`src/rtl/j1_uart.sv`:
```
// j1_uart: memory-mapped UART for the j1 CPU I/O bus.
//
// Register map (decoded from io_addr):
//   io_addr[12]=1 : DATA   write -> transmit byte, read -> {8'h00, RX FIFO head} (pops on io_rd)
//   io_addr[13]=1 : STATUS read  -> {12'h0, ferr, ovr, rx_valid, tx_ready} (io_rd clears ferr/ovr)
//   both set      : DATA wins; any other address reads as 0 and ignores strobes.
//
// Ports:
//   clk, resetq        system clock, synchronous active-low reset
//   io_addr, io_rd     address and one-cycle read strobe from the core
//   io_wr, io_wdata    one-cycle write strobe and write data (only [7:0] used)
//   io_rdata           combinational read data to the core's io_din
//   uart_rx, uart_tx   serial lines, both idle high
//
// Bus handshake: there is no back-pressure. A strobe is acted on at the clk
// edge where it is high; io_rdata is valid in the same cycle as io_rd.
// Writes to DATA while the transmitter is busy are dropped.
module j1_uart #(
  parameter int CLKS_PER_BIT    = 104,
  parameter int FIFO_DEPTH_LOG2 = 2
) (
  input  logic        clk,
  input  logic        resetq,
  input  logic [15:0] io_addr,
  input  logic        io_rd,
  input  logic        io_wr,
  input  logic [15:0] io_wdata,
  output logic [15:0] io_rdata,
  input  logic        uart_rx,
  output logic        uart_tx
);

  localparam int CW    = $clog2(CLKS_PER_BIT);
  localparam int DEPTH = 1 << FIFO_DEPTH_LOG2;
  localparam int PW    = FIFO_DEPTH_LOG2;
  localparam int NW    = FIFO_DEPTH_LOG2 + 1;
  localparam logic [CW-1:0] BAUD_LAST = CW'(CLKS_PER_BIT - 1);
  localparam logic [CW-1:0] HALF_LAST = CW'(CLKS_PER_BIT / 2 - 1);
  localparam logic [NW-1:0] FULL_CNT  = NW'(DEPTH);

  typedef enum logic [1:0] {ST_IDLE, ST_START, ST_DATA, ST_STOP} uart_state_e;

  // Address decode
  logic sel_data, sel_stat;
  assign sel_data = io_addr[12];
  assign sel_stat = io_addr[13] & ~io_addr[12];

  logic unused_bits;
  assign unused_bits = &{1'b0, io_addr[15:14], io_addr[11:0], io_wdata[15:8]};

  // ---------------- Transmitter ----------------
  uart_state_e    tx_state_q, tx_state_d;
  logic [CW-1:0]  tx_cnt_q, tx_cnt_d;
  logic [2:0]     tx_bit_q, tx_bit_d;
  logic [7:0]     tx_data_q, tx_data_d;
  logic           tx_line_q, tx_line_d;
  logic           tx_ready, tx_start;

  assign tx_ready = (tx_state_q == ST_IDLE);
  assign tx_start = io_wr & sel_data & tx_ready;
  assign uart_tx  = tx_line_q;

  always_comb begin
    tx_state_d = tx_state_q;
    tx_cnt_d   = tx_cnt_q;
    tx_bit_d   = tx_bit_q;
    tx_data_d  = tx_data_q;
    tx_line_d  = 1'b1;
    case (tx_state_q)
      ST_IDLE: if (tx_start) begin
        tx_state_d = ST_START;
        tx_cnt_d   = '0;
        tx_data_d  = io_wdata[7:0];
      end
      ST_START: if (tx_cnt_q == BAUD_LAST) begin
        tx_state_d = ST_DATA;
        tx_cnt_d   = '0;
        tx_bit_d   = 3'd0;
      end else tx_cnt_d = tx_cnt_q + 1'b1;
      ST_DATA: if (tx_cnt_q == BAUD_LAST) begin
        tx_cnt_d = '0;
        if (tx_bit_q == 3'd7) tx_state_d = ST_STOP;
        else                  tx_bit_d   = tx_bit_q + 3'd1;
      end else tx_cnt_d = tx_cnt_q + 1'b1;
      ST_STOP: if (tx_cnt_q == BAUD_LAST) begin
        tx_state_d = ST_IDLE;
        tx_cnt_d   = '0;
      end else tx_cnt_d = tx_cnt_q + 1'b1;
      default: tx_state_d = ST_IDLE;
    endcase
    // Line level follows the next state so the output is a clean flop.
    case (tx_state_d)
      ST_START: tx_line_d = 1'b0;
      ST_DATA:  tx_line_d = tx_data_d[tx_bit_d];
      default:  tx_line_d = 1'b1;
    endcase
  end

  always_ff @(posedge clk) begin
    if (!resetq) begin
      tx_state_q <= ST_IDLE;
      tx_cnt_q   <= '0;
      tx_bit_q   <= 3'd0;
      tx_data_q  <= 8'h00;
      tx_line_q  <= 1'b1;
    end else begin
      tx_state_q <= tx_state_d;
      tx_cnt_q   <= tx_cnt_d;
      tx_bit_q   <= tx_bit_d;
      tx_data_q  <= tx_data_d;
      tx_line_q  <= tx_line_d;
    end
  end

  // ---------------- Receiver ----------------
  // rx_s1/rx_s2 synchronize; rx_s3 is one cycle of history for edge detection.
  logic           rx_s1_q, rx_s2_q, rx_s3_q;
  uart_state_e    rx_state_q, rx_state_d;
  logic [CW-1:0]  rx_cnt_q, rx_cnt_d;
  logic [2:0]     rx_bit_q, rx_bit_d;
  logic [7:0]     rx_shift_q, rx_shift_d;
  logic           rx_push, rx_ferr_set;

  always_comb begin
    rx_state_d  = rx_state_q;
    rx_cnt_d    = rx_cnt_q;
    rx_bit_d    = rx_bit_q;
    rx_shift_d  = rx_shift_q;
    rx_push     = 1'b0;
    rx_ferr_set = 1'b0;
    case (rx_state_q)
      ST_IDLE: if (rx_s3_q & ~rx_s2_q) begin
        rx_state_d = ST_START;
        rx_cnt_d   = '0;
      end
      // Half a bit in: a line that is high again was a glitch, not a start bit.
      ST_START: if (rx_cnt_q == HALF_LAST) begin
        rx_cnt_d = '0;
        rx_bit_d = 3'd0;
        rx_state_d = rx_s2_q ? ST_IDLE : ST_DATA;
      end else rx_cnt_d = rx_cnt_q + 1'b1;
      ST_DATA: if (rx_cnt_q == BAUD_LAST) begin
        rx_cnt_d   = '0;
        rx_shift_d = {rx_s2_q, rx_shift_q[7:1]};
        if (rx_bit_q == 3'd7) rx_state_d = ST_STOP;
        else                  rx_bit_d   = rx_bit_q + 3'd1;
      end else rx_cnt_d = rx_cnt_q + 1'b1;
      ST_STOP: if (rx_cnt_q == BAUD_LAST) begin
        rx_cnt_d    = '0;
        rx_state_d  = ST_IDLE;
        rx_push     = rx_s2_q;
        rx_ferr_set = ~rx_s2_q;
      end else rx_cnt_d = rx_cnt_q + 1'b1;
      default: rx_state_d = ST_IDLE;
    endcase
  end

  always_ff @(posedge clk) begin
    if (!resetq) begin
      rx_s1_q    <= 1'b1;
      rx_s2_q    <= 1'b1;
      rx_s3_q    <= 1'b1;
      rx_state_q <= ST_IDLE;
      rx_cnt_q   <= '0;
      rx_bit_q   <= 3'd0;
      rx_shift_q <= 8'h00;
    end else begin
      rx_s1_q    <= uart_rx;
      rx_s2_q    <= rx_s1_q;
      rx_s3_q    <= rx_s2_q;
      rx_state_q <= rx_state_d;
      rx_cnt_q   <= rx_cnt_d;
      rx_bit_q   <= rx_bit_d;
      rx_shift_q <= rx_shift_d;
    end
  end

  // ---------------- RX FIFO and flags ----------------
  logic [7:0]    mem_q [DEPTH];
  logic [PW-1:0] wr_ptr_q, wr_ptr_d, rd_ptr_q, rd_ptr_d;
  logic [NW-1:0] count_q, count_d;
  logic          ovr_q, ovr_d, ferr_q, ferr_d;
  logic          fifo_empty, fifo_full, pop, push_ok, stat_rd;

  assign fifo_empty = (count_q == '0);
  assign fifo_full  = (count_q == FULL_CNT);
  assign pop        = io_rd & sel_data & ~fifo_empty;
  // A pop in the same cycle frees the slot, so a push into a full FIFO still lands.
  assign push_ok    = rx_push & (~fifo_full | pop);
  assign stat_rd    = io_rd & sel_stat;

  always_comb begin
    wr_ptr_d = push_ok ? wr_ptr_q + 1'b1 : wr_ptr_q;
    rd_ptr_d = pop     ? rd_ptr_q + 1'b1 : rd_ptr_q;
    count_d  = count_q;
    if (push_ok & ~pop)      count_d = count_q + 1'b1;
    else if (~push_ok & pop) count_d = count_q - 1'b1;
    // A flag raised this cycle beats the clear-on-read.
    ovr_d  = (rx_push & fifo_full & ~pop) | (ovr_q & ~stat_rd);
    ferr_d = rx_ferr_set | (ferr_q & ~stat_rd);
  end

  always_ff @(posedge clk) begin
    if (!resetq) begin
      wr_ptr_q <= '0;
      rd_ptr_q <= '0;
      count_q  <= '0;
      ovr_q    <= 1'b0;
      ferr_q   <= 1'b0;
    end else begin
      wr_ptr_q <= wr_ptr_d;
      rd_ptr_q <= rd_ptr_d;
      count_q  <= count_d;
      ovr_q    <= ovr_d;
      ferr_q   <= ferr_d;
    end
  end

  always_ff @(posedge clk) begin
    if (resetq && push_ok) mem_q[wr_ptr_q] <= rx_shift_q;
  end

  // ---------------- Read mux ----------------
  always_comb begin
    io_rdata = 16'h0000;
    if (sel_data)      io_rdata = {8'h00, fifo_empty ? 8'h00 : mem_q[rd_ptr_q]};
    else if (sel_stat) io_rdata = {12'h000, ferr_q, ovr_q, ~fifo_empty, tx_ready};
  end

endmodule

```
`config.mk`:
```
export PLATFORM = sky130hd
export DESIGN_NAME = j1_uart
export DESIGN_NICKNAME = d
export VERILOG_FILES = /design/src/rtl/j1_uart.sv
export SDC_FILE = /design/constraint.sdc
export NUM_CORES = 1
export LEC_CHECK = 0
export BUFFER_PORTS_ARGS = -buffer_cell sky130_fd_sc_hd__clkbuf_2
export CAP_MARGIN = 20
export CORE_MARGIN = 3
export CORE_UTILIZATION = 45
export CTS_CLUSTER_DIAMETER = 200
export CTS_CLUSTER_SIZE = 28
export DETAILED_ROUTE_END_ITERATION = 7
export GPL_TIMING_DRIVEN = 1
export HOLD_SLACK_MARGIN = 0.02
export SYNTH_ARGS = -nofsm -noshare
export SYNTH_HDL_FRONTEND = slang
export SYNTH_SLANG_ARGS = --single-unit
```
`constraint.sdc`:
```
create_clock -name clk -period 5.2 [get_ports clk]
set_clock_uncertainty 0.05 [all_clocks]
set_input_delay 0.26 -clock clk [delete_from_list [all_inputs] [get_ports clk]]
set_output_delay 0.26 -clock clk [all_outputs]
set_load 0.005 [all_outputs]
```
==> impl_metrics.prom <==
# TYPE chip_impl_metric gauge
chip_impl_info{name="run_status",value="finished, final reports clean"} 1
chip_impl_metric{name="cts_inserted_buffers",unit=""} 9
chip_impl_metric{name="report.power.total",unit="uW"} 1260
chip_impl_metric{name="hpwlAfterDp",unit="um"} 5470
chip_impl_metric{name="async_flop_share",unit=""} 0
chip_impl_metric{name="xor_and_xnor_area_share_after_synthesis",unit=""} 0.0106
chip_impl_metric{name="clk_latency",unit="ps"} 360
chip_impl_metric{name="worst_slew_margin_rel",unit=""} 0.329
chip_impl_metric{name="crit_path_max_incr_delay",unit="ps"} 500
chip_impl_metric{name="crit_arrival",unit="ps"} 3490
chip_impl_metric{name="initial_utilization",unit=""} 0.467
chip_impl_metric{name="p_per_area",unit="nW/um2"} 284
chip_impl_info{name="synth_top_cell_by_area",value="dfxtp_1"} 1
chip_impl_metric{name="dr_total_vias",unit=""} 3000
chip_impl_metric{name="post-route-drc-count",unit=""} 0
chip_impl_metric{name="totalNegativeSetupSlack",unit="ps"} 0
chip_impl_info{name="synth_flop_cell",value="dfxtp_1"} 1
chip_impl_metric{name="initial_antenna_violation_count",unit=""} 0
chip_impl_metric{name="ctsLongestPathBuffers",unit=""} 2
chip_impl_info{name="path_class",value="reg -> reg"} 1
chip_impl_metric{name="final_antenna_violating_net_count",unit=""} 0
chip_impl_metric{name="nNetsFinal",unit=""} 473
chip_impl_metric{name="via_count_of_the_first_global_routing_pass",unit=""} 2825
chip_impl_metric{name="final_layout_size_suffix_gt1_frac",unit=""} 0.132
chip_impl_metric{name="ports",unit=""} 54
chip_impl_info{name="grt_setup_unrepaired",value="false"} 1
chip_impl_info{name="hold_class",value="in -> reg"} 1
chip_impl_metric{name="drt_first_iter_violations",unit=""} 177
chip_impl_info{name="crit_start",value="rx_cnt_q[0]"} 1
chip_impl_metric{name="post_layout_nonfiller_instances",unit=""} 533
chip_impl_metric{name="clk_pin_slew_worst_paths",unit="ps"} 90
chip_impl_metric{name="synth_adder_area_share",unit=""} 0.0505
chip_impl_metric{name="cts_htree_levels",unit=""} 3
chip_impl_metric{name="dp_cells",unit=""} 517
chip_impl_metric{name="power.static_leakage",unit="uW"} 0.00164
chip_impl_metric{name="synth_seq_area_share",unit=""} 0.501
chip_impl_metric{name="row_count",unit=""} 34
chip_impl_metric{name="worstPathMaxFanout",unit=""} 15
chip_impl_metric{name="grt_overflow",unit=""} 0
chip_impl_info{name="synth_top_cells_by_area",value="dfxtp_1, edfxtp_1, ha_1, a21oi_1, mux4_2"} 1
chip_impl_metric{name="number_of_vias_per_cell",unit=""} 5.63
chip_impl_metric{name="wl",unit="um"} 8100
chip_impl_metric{name="maximum_number_of_pins_on_one_net_before_global_route_repair",unit=""} 48
chip_impl_metric{name="required",unit="ps"} 5440
chip_impl_metric{name="synthesized_area_per_cell",unit="um2"} 10.2
chip_impl_info{name="timing.hold.worst.start",value="uart_rx"} 1
chip_impl_metric{name="vdd_drop_max",unit="mV"} 0.112
chip_impl_metric{name="filler_cell_count",unit=""} 841
chip_impl_metric{name="synth_top_cell_area_share",unit=""} 0.268
chip_impl_metric{name="area_enclosed_by_the_die_boundary",unit="um2"} 10300
chip_impl_metric{name="yosys_register_bits",unit=""} 87
chip_impl_metric{name="final_period_minus_worst_setup_slack",unit="ps"} 3250
chip_impl_metric{name="timing_hold_violations_final",unit=""} 0
chip_impl_metric{name="grt_first_pass_wirelength",unit="um"} 13400
chip_impl_metric{name="number_of_hold_repair_buffers_added_at_the_cts_stage",unit=""} 0
chip_impl_metric{name="cts.repair_timing.setup_buffer_count",unit=""} 0
chip_impl_metric{name="max_freq",unit="MHz"} 308
chip_impl_metric{name="count_of_flip_flops_with_a_built_in_enable_after_synthesis",unit=""} 32
chip_impl_metric{name="maxCapViolCount",unit=""} 0
chip_impl_info{name="clock-root-buffer",value="clkbuf_8"} 1
chip_impl_metric{name="syn2layout_area_growth",unit="%"} 8.27
chip_impl_metric{name="chip_width",unit="um"} 102
chip_impl_info{name="cts_tree",value="built"} 1
chip_impl_metric{name="synth-compound-area-share",unit=""} 0.141
chip_impl_metric{name="synthMuxAreaShare",unit=""} 0.0611
chip_impl_info{name="timing.critical_path.to_type",value="register"} 1
chip_impl_metric{name="gpl_wtd_cong",unit=""} 0.813
chip_impl_info{name="critical_path.reg2reg.startpoint",value="rx_cnt_q[0]"} 1
chip_impl_metric{name="height_of_the_die",unit="um"} 102
chip_impl_metric{name="grt.total_usage",unit=""} 0.165
chip_impl_metric{name="clock_sinks",unit=""} 87
chip_impl_metric{name="firstDrtPassIters",unit=""} 4
chip_impl_metric{name="num_antenna_cells",unit=""} 0
chip_impl_metric{name="final_max_slew_viol_count",unit=""} 0
chip_impl_info{name="start_kind",value="register"} 1
chip_impl_metric{name="port_buffers",unit=""} 23
chip_impl_metric{name="postcts_resize_cnt",unit=""} 0
chip_impl_metric{name="synth_warnings",unit=""} 0
chip_impl_metric{name="setup_violations",unit=""} 0
chip_impl_metric{name="yosys.area_share.simple",unit=""} 0.190
chip_impl_metric{name="max_slew.worst_pin.slew",unit="ps"} 1000
chip_impl_metric{name="synth.cell_area",unit="um2"} 4110
chip_impl_metric{name="synthDistinctLibCells",unit=""} 62
chip_impl_metric{name="syn_inst",unit=""} 402
chip_impl_info{name="crit_chain",value="ha_1 > nand4_1 > nor3_1 > buf_4 > nand4_1 > a21oi_1 > ha_1 > inv_1 > fa_1 > xor2_1 > or3_1 > a21oi_1"} 1
chip_impl_metric{name="floorplan.core_area",unit="um2"} 8810
chip_impl_info{name="slowest_stage",value="a21oi_1"} 1
chip_impl_metric{name="wire_per_inst",unit="um"} 15.2
chip_impl_info{name="synth_top_family_by_area",value="simple AND/OR/NAND/NOR gates"} 1
chip_impl_metric{name="fin_crit_sh",unit=""} 0.625
[cell usage in the layout, fill, tap and decap left out, types with 13 or more instances in the layout]
master / count
dfxtp_1: 55
nand2_1: 41
a21oi_1: 36
edfxtp_1: 32
nor2_1: 29
clkbuf_2: 23
nand3_1: 17
o21ai_0: 15
ha_1: 15
inv_1: 13
[power by group]
group	switching (uW)	internal (uW)
logic	63.6	36.4
clock network	261	182
registers	9.21	711
total	334	930
[state kept, by name (all words and copies together), names as in the netlist, named ones only]
name and cells:
uart_tx 1, ovr_q 1, ferr_q 1, rx_shift_q 8
rx_s2_q 1, rx_cnt_q 7, tx_state_q 2, wr_ptr_q 2
rx_s3_q 1, count_q 3, rx_s1_q 1, mem_q 32
tx_cnt_q 7, tx_bit_q 3, rx_state_q 1, tx_data_q 8
rd_ptr_q 2, rx_bit_q 3
[logic make-up (layout without fill, tap and decap cells)]
family / count (synthesis) / after routing
and+or+nand+nor: 150 / 150
muxes: 15 / 15
other: 1 / 8
xor gates and xnor gates: 5 / 5
adders and majority gates: 16 / 16
DFF: 87 / 87
buffers and inverters: 38 / 54
AOI/OAI and AO/OA: 90 / 90
[routing by layer]
metal	vias up	global-route usage	share of wire
met3	9	0.0248	0.042
met2	57	0.257	0.46
met1	1446	0.232	0.49
met5	-	0	0
li1	1488	-	-
met4	0	0.0644	0.015
[area by class of cell]
| class | instances | area, um2 | area share |
|---|---|---|---|
| multi-input cells | 284 | 1900 | 0.426 |
| well taps | 108 | 135 | 0.0303 |
| flip-flops and latches | 87 | 2060 | 0.463 |
| clock inverters | 6 | 53.8 | 0.0121 |
| repair buffers | 25 | 130 | 0.0292 |
| inverters | 13 | 48.8 | 0.0110 |
| clock buffers | 10 | 128 | 0.0287 |
[worst max-delay path: cells and delay by family (launching register included)]
family                   cells  cell delay [ps]
adder cells (fa/ha/maj)      3              920
AO/OA/AOI/OAI                2              640
buffers and inverters        2              290
AND/OR/NAND/NOR              4              750
flip-flops                   1              380
XOR/XNOR                     1              160
[cells in the mapped netlist (all sizes together) (7+ instances only)]
master / count
inv: 13
nand3: 17
nand2: 41
ha: 15
buf: 11
mux4: 8
and3: 11
edfxtp: 32
dfxtp: 55
o21ai: 15
a21oi: 36
and2: 10
nor2b: 7
nor2: 29
clkbuf: 14
[worst paths after layout]
check / to / slack [ps] / cells after the start
min reg2reg: rx_s2_q / 380 / 1
min: rx_s1_q / 60 / 2
max: count_q[2] / 1950 / 12
max reg2reg: count_q[2] / 1950 / 12
[per-stage QoR]
step           area, um2  hold slack [ps]  setup WS, ps   util
5_1_grt             4450             71.2          1600  0.506
6_report            4450             62.3          1950  0.506
2_1_floorplan       4140              311          2310      -
4_1_cts             4450             48.5          1940  0.506
3_5_place_dp        4270              347          1970  0.485
3_3_place_gp        4270              344          2070  0.485
Note: power is estimated with default switching activity, not from simulation.
